==> config.mk <==
export PLATFORM = sky130hd
export DESIGN_NAME = gcd_host_driver
export DESIGN_NICKNAME = d
export VERILOG_FILES = /design/src/rtl/gcd_host_driver.sv
export SDC_FILE = /design/constraint.sdc
export NUM_CORES = 1
export LEC_CHECK = 0
export ABC_AREA = 1
export CORE_MARGIN = 2
export CORE_UTILIZATION = 55
export DETAILED_ROUTE_END_ITERATION = 10
export DONT_BUFFER_PORTS = 1
export PLACE_DENSITY = 0.7
export SLEW_MARGIN = 20
export SYNTH_ARGS = -nofsm -noshare
export SYNTH_HDL_FRONTEND = slang
export SYNTH_SLANG_ARGS = --single-unit
==> constraint.sdc <==
create_clock -name clk -period 1.85 [get_ports clk]
set_input_delay 0.0925 -clock clk [delete_from_list [all_inputs] [get_ports clk]]
set_output_delay 0.0925 -clock clk [all_outputs]
set_load 0.03 [all_outputs]
==> src/rtl/gcd_host_driver.sv <==
// ---------------------------------------------------------------------------
// gcd_host_driver
//
// Initiator for the GCD engine operand bus. An operand pair is taken from a
// valid/ready request port. The engine is then driven through its start /
// serial-data sequence: a start cycle, then A, then B. The driver waits for
// done, captures the result and offers it on a valid/ready response port.
// A watchdog turns a hung engine into a timeout response.
//
// Pairs with a zero operand never reach the engine, because such a pair
// would hang it. They are answered directly with A|B.
//
// Ports
//   clk          clock, rising edge
//   rst          synchronous active-high reset (shared with the GCD engine)
//   req_valid    operand pair valid
//   req_ready    high only in IDLE; one transaction in flight at most
//   req_a/req_b  operands
//   gcd_start    start level to the GCD controller
//   gcd_data     serial operand bus to the GCD datapath
//   gcd_done     GCD controller done
//   gcd_result   GCD datapath result register
//   rsp_valid    response valid
//   rsp_ready    response consumed
//   rsp_gcd      result (0 on timeout)
//   rsp_timeout  1 = watchdog abort
//
// Every output is either a register or a decode of the state and operand
// registers, so no input reaches an output combinationally.
// ---------------------------------------------------------------------------
module gcd_host_driver #(
    parameter int WIDTH          = 16,
    parameter int TIMEOUT_CYCLES = 1024
) (
    input  logic             clk,
    input  logic             rst,
    input  logic             req_valid,
    output logic             req_ready,
    input  logic [WIDTH-1:0] req_a,
    input  logic [WIDTH-1:0] req_b,
    output logic             gcd_start,
    output logic [WIDTH-1:0] gcd_data,
    input  logic             gcd_done,
    input  logic [WIDTH-1:0] gcd_result,
    output logic             rsp_valid,
    input  logic             rsp_ready,
    output logic [WIDTH-1:0] rsp_gcd,
    output logic             rsp_timeout
);

    localparam int WD_W = (TIMEOUT_CYCLES > 1) ? $clog2(TIMEOUT_CYCLES) : 1;
    // The watchdog stops at this value, so it never needs to wrap.
    localparam logic [WD_W-1:0] WD_LAST = WD_W'(TIMEOUT_CYCLES - 1);

    typedef enum logic [2:0] {
        S_IDLE,
        S_START,
        S_LOAD_A,
        S_LOAD_B,
        S_WAIT,
        S_RESP
    } state_t;

    state_t           state_q, state_d;
    logic [WIDTH-1:0] a_q, a_d;
    logic [WIDTH-1:0] b_q, b_d;
    logic [WD_W-1:0]  wd_q, wd_d;
    logic [WIDTH-1:0] rsp_gcd_q, rsp_gcd_d;
    logic             rsp_to_q, rsp_to_d;

    always_ff @(posedge clk) begin
        if (rst) begin
            state_q   <= S_IDLE;
            a_q       <= '0;
            b_q       <= '0;
            wd_q      <= '0;
            rsp_gcd_q <= '0;
            rsp_to_q  <= 1'b0;
        end else begin
            state_q   <= state_d;
            a_q       <= a_d;
            b_q       <= b_d;
            wd_q      <= wd_d;
            rsp_gcd_q <= rsp_gcd_d;
            rsp_to_q  <= rsp_to_d;
        end
    end

    // Next-state logic
    always_comb begin
        state_d   = state_q;
        a_d       = a_q;
        b_d       = b_q;
        wd_d      = wd_q;
        rsp_gcd_d = rsp_gcd_q;
        rsp_to_d  = rsp_to_q;

        case (state_q)
            S_IDLE: begin
                if (req_valid) begin
                    a_d = req_a;
                    b_d = req_b;
                    if ((req_a == '0) || (req_b == '0)) begin
                        // gcd(x,0) = x and gcd(0,0) = 0; the engine stays idle.
                        rsp_gcd_d = req_a | req_b;
                        rsp_to_d  = 1'b0;
                        state_d   = S_RESP;
                    end else begin
                        state_d = S_START;
                    end
                end
            end
            S_START:  state_d = S_LOAD_A;
            S_LOAD_A: state_d = S_LOAD_B;
            S_LOAD_B: begin
                wd_d    = '0;
                state_d = S_WAIT;
            end
            S_WAIT: begin
                // done is checked first, so it wins on the final watchdog cycle.
                if (gcd_done) begin
                    rsp_gcd_d = gcd_result;
                    rsp_to_d  = 1'b0;
                    state_d   = S_RESP;
                end else if (wd_q == WD_LAST) begin
                    rsp_gcd_d = '0;
                    rsp_to_d  = 1'b1;
                    state_d   = S_RESP;
                end else begin
                    wd_d = wd_q + 1'b1;
                end
            end
            S_RESP: begin
                if (rsp_ready) begin
                    state_d = S_IDLE;
                end
            end
            default: state_d = S_IDLE;
        endcase
    end

    // Output decode
    always_comb begin
        req_ready = (state_q == S_IDLE);
        rsp_valid = (state_q == S_RESP);
        gcd_start = (state_q == S_START) || (state_q == S_LOAD_A) ||
                    (state_q == S_LOAD_B) || (state_q == S_WAIT);
        case (state_q)
            S_LOAD_A: gcd_data = a_q;
            S_LOAD_B: gcd_data = b_q;
            default:  gcd_data = '0;
        endcase
    end

    assign rsp_gcd     = rsp_gcd_q;
    assign rsp_timeout = rsp_to_q;

endmodule
* Yosys cells after proc, flatten, opt, wreduce, memory -nomap -nowiden *
Cells that the tools add are included.

word-level totals
  input bits = 53
  bits in registers = 62
  output and inout bits = 36

operators by class
  reduce and logical (&&, ||, !) cells = 13
  mux-type cells = 20
  bitwise logic cells = 1
  add/subtract/negate cells = 1
  equality and inequality tests = 12

operators with widths
  cell                   count
  $mux 16                4
  $pmux 16 s2            2
  $logic_not 16->1       2
  $mux 10                2
  $pmux 10 s2            1
  $pmux 3 s6             1
  $or 16x16->16          1
  $mux 3                 5
  $add 10x1->10 const B  1
  $eq 10x10->1 const B   1
  $eq 3x2->1 const B     2
  $eq 3x3->1 const B     2
  $ne 2x2->1 const B     3
  $reduce_and 3->1       2
  $logic_or 1x1->1       4
  $mux 1                 4
  $ne 2x1->1 const B     2
  $reduce_and 4->1       1
  $reduce_bool 2->1      2
  $eq 3x1->1 const B     1
  $logic_not 3->1        1
  $ne 3x3->1 const B     1
  $pmux 1 s2             1
  $reduce_and 2->1       1

* Logic depth before layout (Yosys ltp) *
Gate-level depths: netlist (run 1).

  word-level depth = 5
  depth in mapped cells = 10

* Least setup slack after synthesis (run 1) *
OpenSTA, ideal clock, no wires.

  kind = reg2out
  from = register state_q[1]
  to = output gcd_data[10]
  path buffers = 1
  setup slack = 0.241 ns
  arrival = 1.517 ns
  data required time = 1.757 ns
  stages on the path, launching flop included = 6
  cell sequence = dfxtp_1 > nand2_1 > nor2_1 > inv_2 > clkbuf_1 > o22ai_1

on the way
  word-level cells in the longest chain between the ends = 2
  elaborated cells between the ends (all ways) = 3
  classes of those cells = eq/ne (2); mux (1)

ends and longest elaborated chain
  item                    RTL line  source
  from (decl)             64        state_t state_q, state_d;
  from (signal assigned)  80        state_q <= state_d;
  $eq 3x2->1              148       case (state_q)
  $pmux 16 s2 *           148
  to (decl)               42        output logic [WIDTH-1:0] gcd_data,

Mark *: on every way between the ends. The rest lies on a longest branch, timed or not.

* Final worst setup path (run 1) *
  from = register state_q[0]
  to = output gcd_data[11]

The elaborated chain is that of the path after synthesis.

==> results of run 1 <==
## path summary, 6_finish.rpt
check / end / slack (ns) / depth (start not counted)
setup reg to reg: rsp_gcd[3] / 0.10 / 10
hold / removal: state_q[2] / 0.02 / 3
hold reg to reg: b_q[12] / 0.45 / 2
setup / recovery: gcd_data[11] / 0.06 / 6
## flip-flops by register name, indices dropped and copies added, names as in the netlist
name and flops:
state_q 3, b_q 16, rsp_gcd 16, rsp_timeout 1, a_q 16, wd_q 10
## what timing repair did
item | 4_1_cts | 5_1_grt
endpoints found under the hold margin | 50 | 0
gates resized for setup | 1 | 6
gates cloned | 0 | 0
setup buffers | 0 | 1
pin swaps | 0 | 2
setup endpoints to repair | 2 | 14
hold buffers | 50 | 0
## logic make-up after synthesis
logic type | Yosys count | synth area share
buffers and inverters | 86 | 0.114
AND/OR/NAND/NOR | 188 | 0.258
adder cells (fa/ha/maj) | 1 | 0.00414
AO/OA/AOI/OAI | 119 | 0.213
flip-flops | 62 | 0.410
## routing by layer
| layer | vias to the layer above | wire, um | track usage |
|---|---|---|---|
| met5 | - | 0 | 0 |
| met4 | 0 | 250 | 0.125 |
| met3 | 23 | 912 | 0.0828 |
| met2 | 163 | 4090 | 0.474 |
| met1 | 1420 | 3710 | 0.389 |
| li1 | 1585 | - | - |
## cell usage after synthesis, types with 2 or more instances
| library cell | count | area share |
|---|---|---|
| sky130_fd_sc_hd__o22ai_1 | 16 | 0.033 |
| sky130_fd_sc_hd__clkbuf_1 | 12 | 0.015 |
| sky130_fd_sc_hd__buf_1 | 2 | 0.0025 |
| sky130_fd_sc_hd__nand3_1 | 7 | 0.012 |
| sky130_fd_sc_hd__a21oi_1 | 40 | 0.066 |
| sky130_fd_sc_hd__nor3_1 | 3 | 0.0050 |
| sky130_fd_sc_hd__buf_6 | 2 | 0.0074 |
| sky130_fd_sc_hd__nor2_4 | 3 | 0.011 |
| sky130_fd_sc_hd__nor2_1 | 65 | 0.081 |
| sky130_fd_sc_hd__inv_1 | 65 | 0.081 |
| sky130_fd_sc_hd__o21ai_0 | 55 | 0.091 |
| sky130_fd_sc_hd__buf_2 | 2 | 0.0033 |
| sky130_fd_sc_hd__nand2_1 | 102 | 0.13 |
| sky130_fd_sc_hd__dfxtp_1 | 62 | 0.41 |
## tightest hold or removal path, delay by kind of cell
family          cells  cell delay, ns
simple gates        2            0.15
compound gates      1            0.07
## power by group
group / total (mW) / switching, mW / leakage (nW) / internal, mW
clock: 1.36 / 0.537 / 0.115 / 0.820
sequential: 1.89 / 0.285 / 0.509 / 1.61
combinational: 1.48 / 0.953 / 1.12 / 0.528
## area by class of cell
| class | count | area, um2 |
|---|---|---|
| Timing Repair Buffer | 78 | 736 |
| Clock buffer | 11 | 151 |
| Clock inverter | 4 | 70.1 |
| Multi-Input combinational cell | 308 | 1460 |
| Sequential cell | 62 | 1240 |
| Fill cell | 397 | 1210 |
| Tap cell | 70 | 87.6 |
| Inverter | 67 | 251 |
## cells in the final DEF, fill, tap and decap left out, types with 2 or more instances in the layout
cell                            count
sky130_fd_sc_hd__a21oi_1           40
sky130_fd_sc_hd__o21ai_0           55
sky130_fd_sc_hd__nor2_4             4
sky130_fd_sc_hd__clkbuf_8          11
sky130_fd_sc_hd__nand3_1            7
sky130_fd_sc_hd__nor2_1            64
sky130_fd_sc_hd__nand2_1          102
sky130_fd_sc_hd__o22ai_1           16
sky130_fd_sc_hd__dlygate4sd3_1     50
sky130_fd_sc_hd__dfxtp_2            3
sky130_fd_sc_hd__buf_12             2
sky130_fd_sc_hd__clkinv_2           2
sky130_fd_sc_hd__inv_1             65
sky130_fd_sc_hd__nor3_1             3
sky130_fd_sc_hd__dfxtp_1           59
sky130_fd_sc_hd__buf_4             26
sky130_fd_sc_hd__bufinv_16          2
sky130_fd_sc_hd__a21oi_4            2
==> results.txt, run 1 <==
- The run finished with clean final reports.
- From synthesis to final layout, the design area changed by 32.2%.
- In this run the number of H-tree levels came out at 3.
* Class of the most critical hold timing path: input port to flop
* Non-filler cells, final: 600
* Count of max-cap constraint violations: 0
- Number of synthesized register bits: between 60 and 70
* WP data arrival: 1.70 ns
- Placed Cells: around 530
- Critical path start-end classification: flop to primary output
* TNS Setup: 0 ns
- Vias per std cell: roughly 5.3
- Initial DRC count: 226
* Area of the core: between 5000 and 6000 um2
* Primary flip-flop cell chosen by synthesis mapping: sky130_fd_sc_hd__dfxtp_1
- For the finished layout, the period the worst path requires is 1.79 ns.
- Total standard cell area after synthesis: 3020 um2
- At the worst endpoint, the required time is 1.76 ns.
- In the post-route analysis, the smallest setup slack over all paths is 0.0572 ns.
- In the routed design, unresolved DRC markers number 0.
* Final Setup Violations: 0
- Synthesis produced a netlist whose cell count is between 400 and 500.
* Layout net count: slightly below 600
* RR Startpoint: wd_q[0]
- Syn_area_per_cell: roughly 6.6 um2
- Clock-pin slew was measured on the worst setup and hold paths at about 0.07 ns.
- The placed instances occupy a cell area of roughly 3200 um2.
* Clock Sink Count: 62
- Starting density of the core: 0.581
- In this run the remaining antenna-violating nets after routing total 0.
* Final worst clock skew: about 0.011 ns
- Critical Path Start Type: flop
- For this run, the slowest stage of the critical path takes between 0.4 and 0.5 ns.
- The number of global-route vias before repair was a little under 3000.
- Crit path max-delay family: buffers and inverters
- Ant. Diodes: 0
- First-pass GRT wire length: around 14 mm
* Total clock buffers created by CTS: 9
- Post-detailed-routing wire length: around 9.0 mm
- Measured against its own limit, the worst slew margin works out to 0.703.
- Slew @ Worst Pin: 0.441 ns
- Fraction of layout instances using a drive strength above 1: 0.111
- The initial antenna violation count came to 0.
- Measured on the finished design, the core utilization comes to 0.768.
- Launch point of the worst path: state_q[0]
- Total leakage power: 1.74 nW
* Hold slack: ~0.017 ns
- Counting flops with an async set or reset pin after synthesis yields a share of 0.
- On the critical path, the stage with the largest delay is an instance of sky130_fd_sc_hd__dfxtp_1.
- The total count of hold-check failures in the final report is 0.
- Entering global routing, the biggest net connects 65 pins.
* IO Pins: 89
- DIE HEIGHT: 78.2 um
* Count of flip-flops with a built-in enable after synthesis: 0
- Die Outline Area: a little over 6000 um2
- Worst slack at placement: about 0.16 ns
- The most numerous cell type found on the critical path is sky130_fd_sc_hd__buf_4.
* CTS tree: yes
- The worst-case IR drop observed on VDD is roughly 0.00073 V.
* Post-synthesis cell type count: 34
- The longest clock path from root to sink contains 2 buffers.
- Std-Cell Rows: 26
- After global routing the overflow that remains totals 0.
- Along the worst path, the maximum fanout reaches 8.
- The later pin in the worst-skew pair is clocked with a latency of ~0.35 ns.
- Total buffers and inverters traversed by the critical path: 3
- Of the synthesized area, sequential elements account for 0.410.
* Final HPWL DP: 5.64 mm
- Weighted congestion at the end of routability-driven global placement: ~0.94
- P per Cell Area: approximately 1200 nW/um2
- Total power for the finished layout comes to ~4.7 mW.
- Walking the worst path, the cells encountered are nand2_1 -> nor2_4 -> inv_2 -> buf_4 -> o22ai_1 -> buf_4.
* Peak Freq: ~0.56 GHz
* Post-Synthesis Net Count: roughly 500
* Total Routing Usage GR: 0.301
- Final worst-path cycle share: 0.969
- With fillers left out, the area of the finished cells amounts to between 3000 and 4000 um2.
- In the final routed layout, each cell accounts on average for approximately 15 um.
- Before antenna repair, the detailed router went through 5 iterations.
* Root buf cell: sky130_fd_sc_hd__clkbuf_8
- The routed layout has between 3000 and 4000 vias.
- The worst hold path begins at rsp_ready.
* Yosys warns: 0
* Type of element capturing the critical path: primary output
* Max-slew violation count: 0
* Port Buffers: 0
* Die X: 78.2 um
Note: power is estimated with default switching activity, not from simulation.
==> inputs of run 2 (changes only) <==
- ABC_AREA: 1 -> unset
- CORE_MARGIN: 2 -> 5
==> run 2 against run 1 <==
  * Power grew 8.6%
  * Clock-buffer cell count shrank 1
  * Hold slack lost 0.015 ns
  * Synthesized area grew 2.0%
  * Via count grew 0.97%
  * Sequential share of layout area shrank 0.43 points
  * Maximum frequency shrank 2.8%
  * Clock power shrank 8%
  * Cell area grew 1.5%
  * Global-route usage shrank 2.3 points
  * Largest cell class unchanged
  * Largest power group is now combinational logic
==> results.txt, run 2 <==
- The leakage dissipation is 1.57 nW (-9.9%).
* GR Util met1: 0.335 (-0.0538)
- The total number of yosys warnings is 0 (unchanged).
* Area of the core: 5470 um2 (+5.1%)
- The first-pass detailed-route iteration total came to 6 (+1).
- The antenna diode count is 0 (unchanged).
* Fraction of post-synthesis cell area in the top cell type by area: 0.402 (-0.00799)
- The detailed placement HPWL is 6.27 mm (+11%).
- Port Buffers: 0 (unchanged)
- GRT met3 Usage: 0.100 (+0.0172)
- IO Pins: 89 (unchanged)
- The max-slew violation count is 0 (unchanged).
- The slew at the pin closest to its max-slew limit is 0.512 ns (+0.0714 ns).
- From synthesis to final layout, the design area changed by 31.6%.
- The critical path buffer and inverter count came to 2 (-1).
- The clock slew seen by the registers of the worst setup and hold paths was 0.07 ns (about the same).
- Final worst-path cycle share: 0.997 (+0.0279)
* Post-Synthesis Net Count: 434 (-15%)
- Most frequent cell after synthesis: sky130_fd_sc_hd__nand2_1
- Gr busiest metal: met2
* Post-detailed-routing wire length: 9.93 mm (+11%)
- The post-place setup slack is -0.0237 ns (-0.184 ns).
* First-pass GRT wire length: 16.0 mm (+12%)
- Non-filler cells, final: 521 (-13%)
* H-Tree Level Count: 3 (unchanged)
- The endpoint required time on the critical path is 1.76 ns (about the same).
- Cell accounting for the most synthesized area: sky130_fd_sc_hd__dfxtp_1
- Initial DRC count: 330 (+46%)
* Seq/Total Area, Yosys: 0.402 (-0.00799)
- The starting density of the core is 0.564 (-0.0175).
- The count of flip-flops with a built-in enable after synthesis is 0 (unchanged).
* Cells along the critical path: nor2b_1 -> nor2b_2 -> buf_12 -> a22o_1 -> buf_4
* Delay of the slowest critical-path stage: 0.42 ns (about the same)
* Syn_area_per_cell: 8.12 um2 (+22%)
- Grt met2 use: 0.436 (-0.0378)
- STA classifies the critical path startpoint as a flop.
* Capture instance of the worst register-to-register path: rsp_gcd[1]
- The source-to-sink clock delay at the later pin of the worst-skew pair came to 0.35 ns (about the same).
- The final sum of negative setup slack came to 0 ns (unchanged).
- Most frequent cells after synthesis: sky130_fd_sc_hd__nand2_1 (77), sky130_fd_sc_hd__dfxtp_1 (62), sky130_fd_sc_hd__a21oi_1 (56)
- The worst IR drop on VDD came to 0.000666 V (-8.8%).
- Final worst clock skew: 0.00825 ns (-0.00252 ns)
- Total Routing Usage GR: 0.278 (-0.0228)
- Master of the slowest instance on the critical path: sky130_fd_sc_hd__dfxtp_2
- The library cells used most frequently in the layout, excluding fill and tap cells, are sky130_fd_sc_hd__nand2_1 (77), sky130_fd_sc_hd__dfxtp_1 (58), sky130_fd_sc_hd__a21oi_1 (56).
* Overall overflow remaining after global route: 0 (unchanged)
* Maximum root-to-sink buffer count: 2 (unchanged)
- DRC errors left: 0 (unchanged)
* Class of the most critical hold timing path: input port to flop
* Filler instances: 406 (+2.3%)
- Register-to-register setup slack: 0.02 ns (-0.08 ns)
- The minimum clock period after layout is 1.84 ns (+0.0515 ns).
* Ranking of synthesized cells by area: sky130_fd_sc_hd__dfxtp_1 (40%), sky130_fd_sc_hd__nand2_1 (9.4%), sky130_fd_sc_hd__a21oi_1 (9.1%), sky130_fd_sc_hd__a22o_1 (4.5%), sky130_fd_sc_hd__mux2_4 (4.4%)
- Number of nets with antenna violations after routing: 0 (unchanged)
- The path with the worst hold slack has its endpoint at rsp_gcd[15].
- The number of global-route vias before repair is 3225 (+9.5%).
* Run status: completed
- The arrival time reported for the critical path endpoint came to 1.75 ns (+0.05 ns).
* Worst path setup slack after routing: 0.00568 ns (-0.0515 ns)
- Total clock buffers created by CTS: 9 (unchanged)
* Most common cell after layout, fill and taps aside: sky130_fd_sc_hd__nand2_1
* Placed Cells: 467 (-13%)
- Die Outline Area: 7210 um2 (+18%)
- The number of rows created at floorplan was 27 (+3.8%).
* Number of standard cells after synthesis: 380 (-17%)
- The via count was 3222 (+0.97%).
* Final Setup Violations: 0 (unchanged)
- The die outline width was 84.9 um (+8.6%).
- The setup path with the least slack is of type flop to primary output.
- For this run, the leading register cell type out of synthesis is sky130_fd_sc_hd__dfxtp_1.
* P per Cell Area: 1270 nW/um2 (+7.0%)
* Initial antenna violation count: 0 (unchanged)
- STA classifies the critical path endpoint as a primary output.
- CTS tree: yes
* Crit-path max FO: 16 (+8)
* Vias per std cell: 6.18 (+16%)
* Power consumption: 5.14 mW (+8.6%)
- The number of nets at the end of the flow came to 498 (-14%).
- The proportion of register bits with asynchronous set or reset after synthesis was 0 (unchanged).
- The cell family contributing the most delay on the critical path is simple AND/OR/NAND/NOR gates.
- The clock net sink count came to 62 (unchanged).
- The largest net degree at the start of global routing was 53 (-18%).
- Path depth of the worst reg2reg path: 7 (-3)
- The achievable clock frequency came to 0.542 GHz (-2.8%).
* Count of max-cap constraint violations: 0 (unchanged)
- The placer's final routability congestion estimate was 0.819 (-12%).
- The netlist area before placement was 3080 um2 (+2.0%).
- The proportion of layout cells with a drive suffix above 1 is 0.200 (+0.0891).
* Root buf cell: sky130_fd_sc_hd__clkbuf_8
- The total count of hold-check failures in the final report was 0 (unchanged).
- The count of distinct cell types in the synthesized netlist came to 40 (+18%).
* Setup repair after global routing missed its margin: true
- The detail-routed net length per standard cell is 19.1 um (+28%).
- The number of cells on the worst hold path came to 2 (-1).
- Worst slew margin relative to its limit: 0.656 (-0.0475)
- DIE HEIGHT: 84.9 um (+8.6%)
* RR Startpoint: wd_q[1]
- The post-synthesis register bit count was 62 (unchanged).
- The worst hold path begins at rst.
run 2: cell count changes after synthesis, moves of 9 or more:
| cell | delta |
|---|---|
| sky130_fd_sc_hd__mux2_4 | +9 |
| sky130_fd_sc_hd__nand3_1 | +13 |
| sky130_fd_sc_hd__nor2_1 | -55 |
| sky130_fd_sc_hd__a21oi_1 | +16 |
| sky130_fd_sc_hd__nand2_1 | -25 |
| sky130_fd_sc_hd__nor2b_1 | +18 |
| sky130_fd_sc_hd__o21ai_0 | -32 |
| sky130_fd_sc_hd__clkbuf_1 | +10 |
| sky130_fd_sc_hd__a22o_1 | +16 |
| sky130_fd_sc_hd__inv_1 | -63 |
| sky130_fd_sc_hd__o22ai_1 | -16 |
run 2: layout make-up:
class | instances | area (um2) | share of cell area
Multi-Input combinational cell | 286 | 1710 | 0.421
Sequential cell | 62 | 1250 | 0.307
Timing Repair Buffer | 83 | 798 | 0.197
Clock buffer | 10 | 138 | 0.0339
Tap cell | 72 | 90.1 | 0.0222
Clock inverter | 6 | 71.3 | 0.0176
Inverter | 2 | 7.51 | 0.00185
run 2: logic make-up (layout without fill, tap and decap cells):
family                   Yosys count  count (layout)  share of synthesized area
AO/OA/AOI/OAI                    109             109                      0.218
XOR/XNOR                           2               2                    0.00568
adder cells (fa/ha/maj)            1               1                    0.00406
buffers and inverters             32             101                     0.0515
flip-flops                        62              62                      0.402
multiplexers                      17              17                     0.0726
AND/OR/NAND/NOR                  157             157                      0.246
run 2: per-layer routing:
layer  share of wire  routed length (um)  vias to the layer above
met5               0                   0                        -
met4           0.034                 337                        0
met3            0.10                 994                       41
met2            0.46                4590                      183
met1            0.40                4010                     1531
li1                -                   -                     1467
run 2: worst max-delay path by stage:
stage / end / start / slack [ns] / cells past startpoint
finish: gcd_data[3] / state_q[1] / 0.006 / 5
floorplan: rsp_gcd[10] / wd_q[1] / 0.02 / 7
global placement: rsp_gcd[2] / wd_q[1] / 0.03 / 6
global route: wd_q[3] / state_q[2] / -0.08 / 5
CTS: gcd_data[3] / state_q[1] / 0.01 / 5
detailed placement: rsp_gcd[13] / wd_q[1] / -0.02 / 6
run 2: metrics by stage:
stage / hold WS [ns] / utilization / area, um2
final: 0.00232 / 0.741 / 4060
after global routing: 0.00232 / 0.741 / 4060
after CTS: 0.000774 / 0.741 / 4060
after detailed placement: 0.173 / 0.627 / 3430
after global placement: 0.171 / 0.627 / 3430
after floorplan: 0.228 / - / 3100
run 2: what timing repair did:
action	CTS	global route
endpoints found under the hold margin	51	0
pin swaps	1	0
buffers inserted	2	0
resized for setup	4	0
endpoints found under the setup margin	20	20
gates cloned	0	0
hold buffers	36	0
run 2: where the power goes:
group | total [mW] | switching (mW) | internal (mW)
logic | 1.98 | 1.11 | 0.868
clock network | 1.25 | 0.587 | 0.665
registers | 1.91 | 0.325 | 1.58
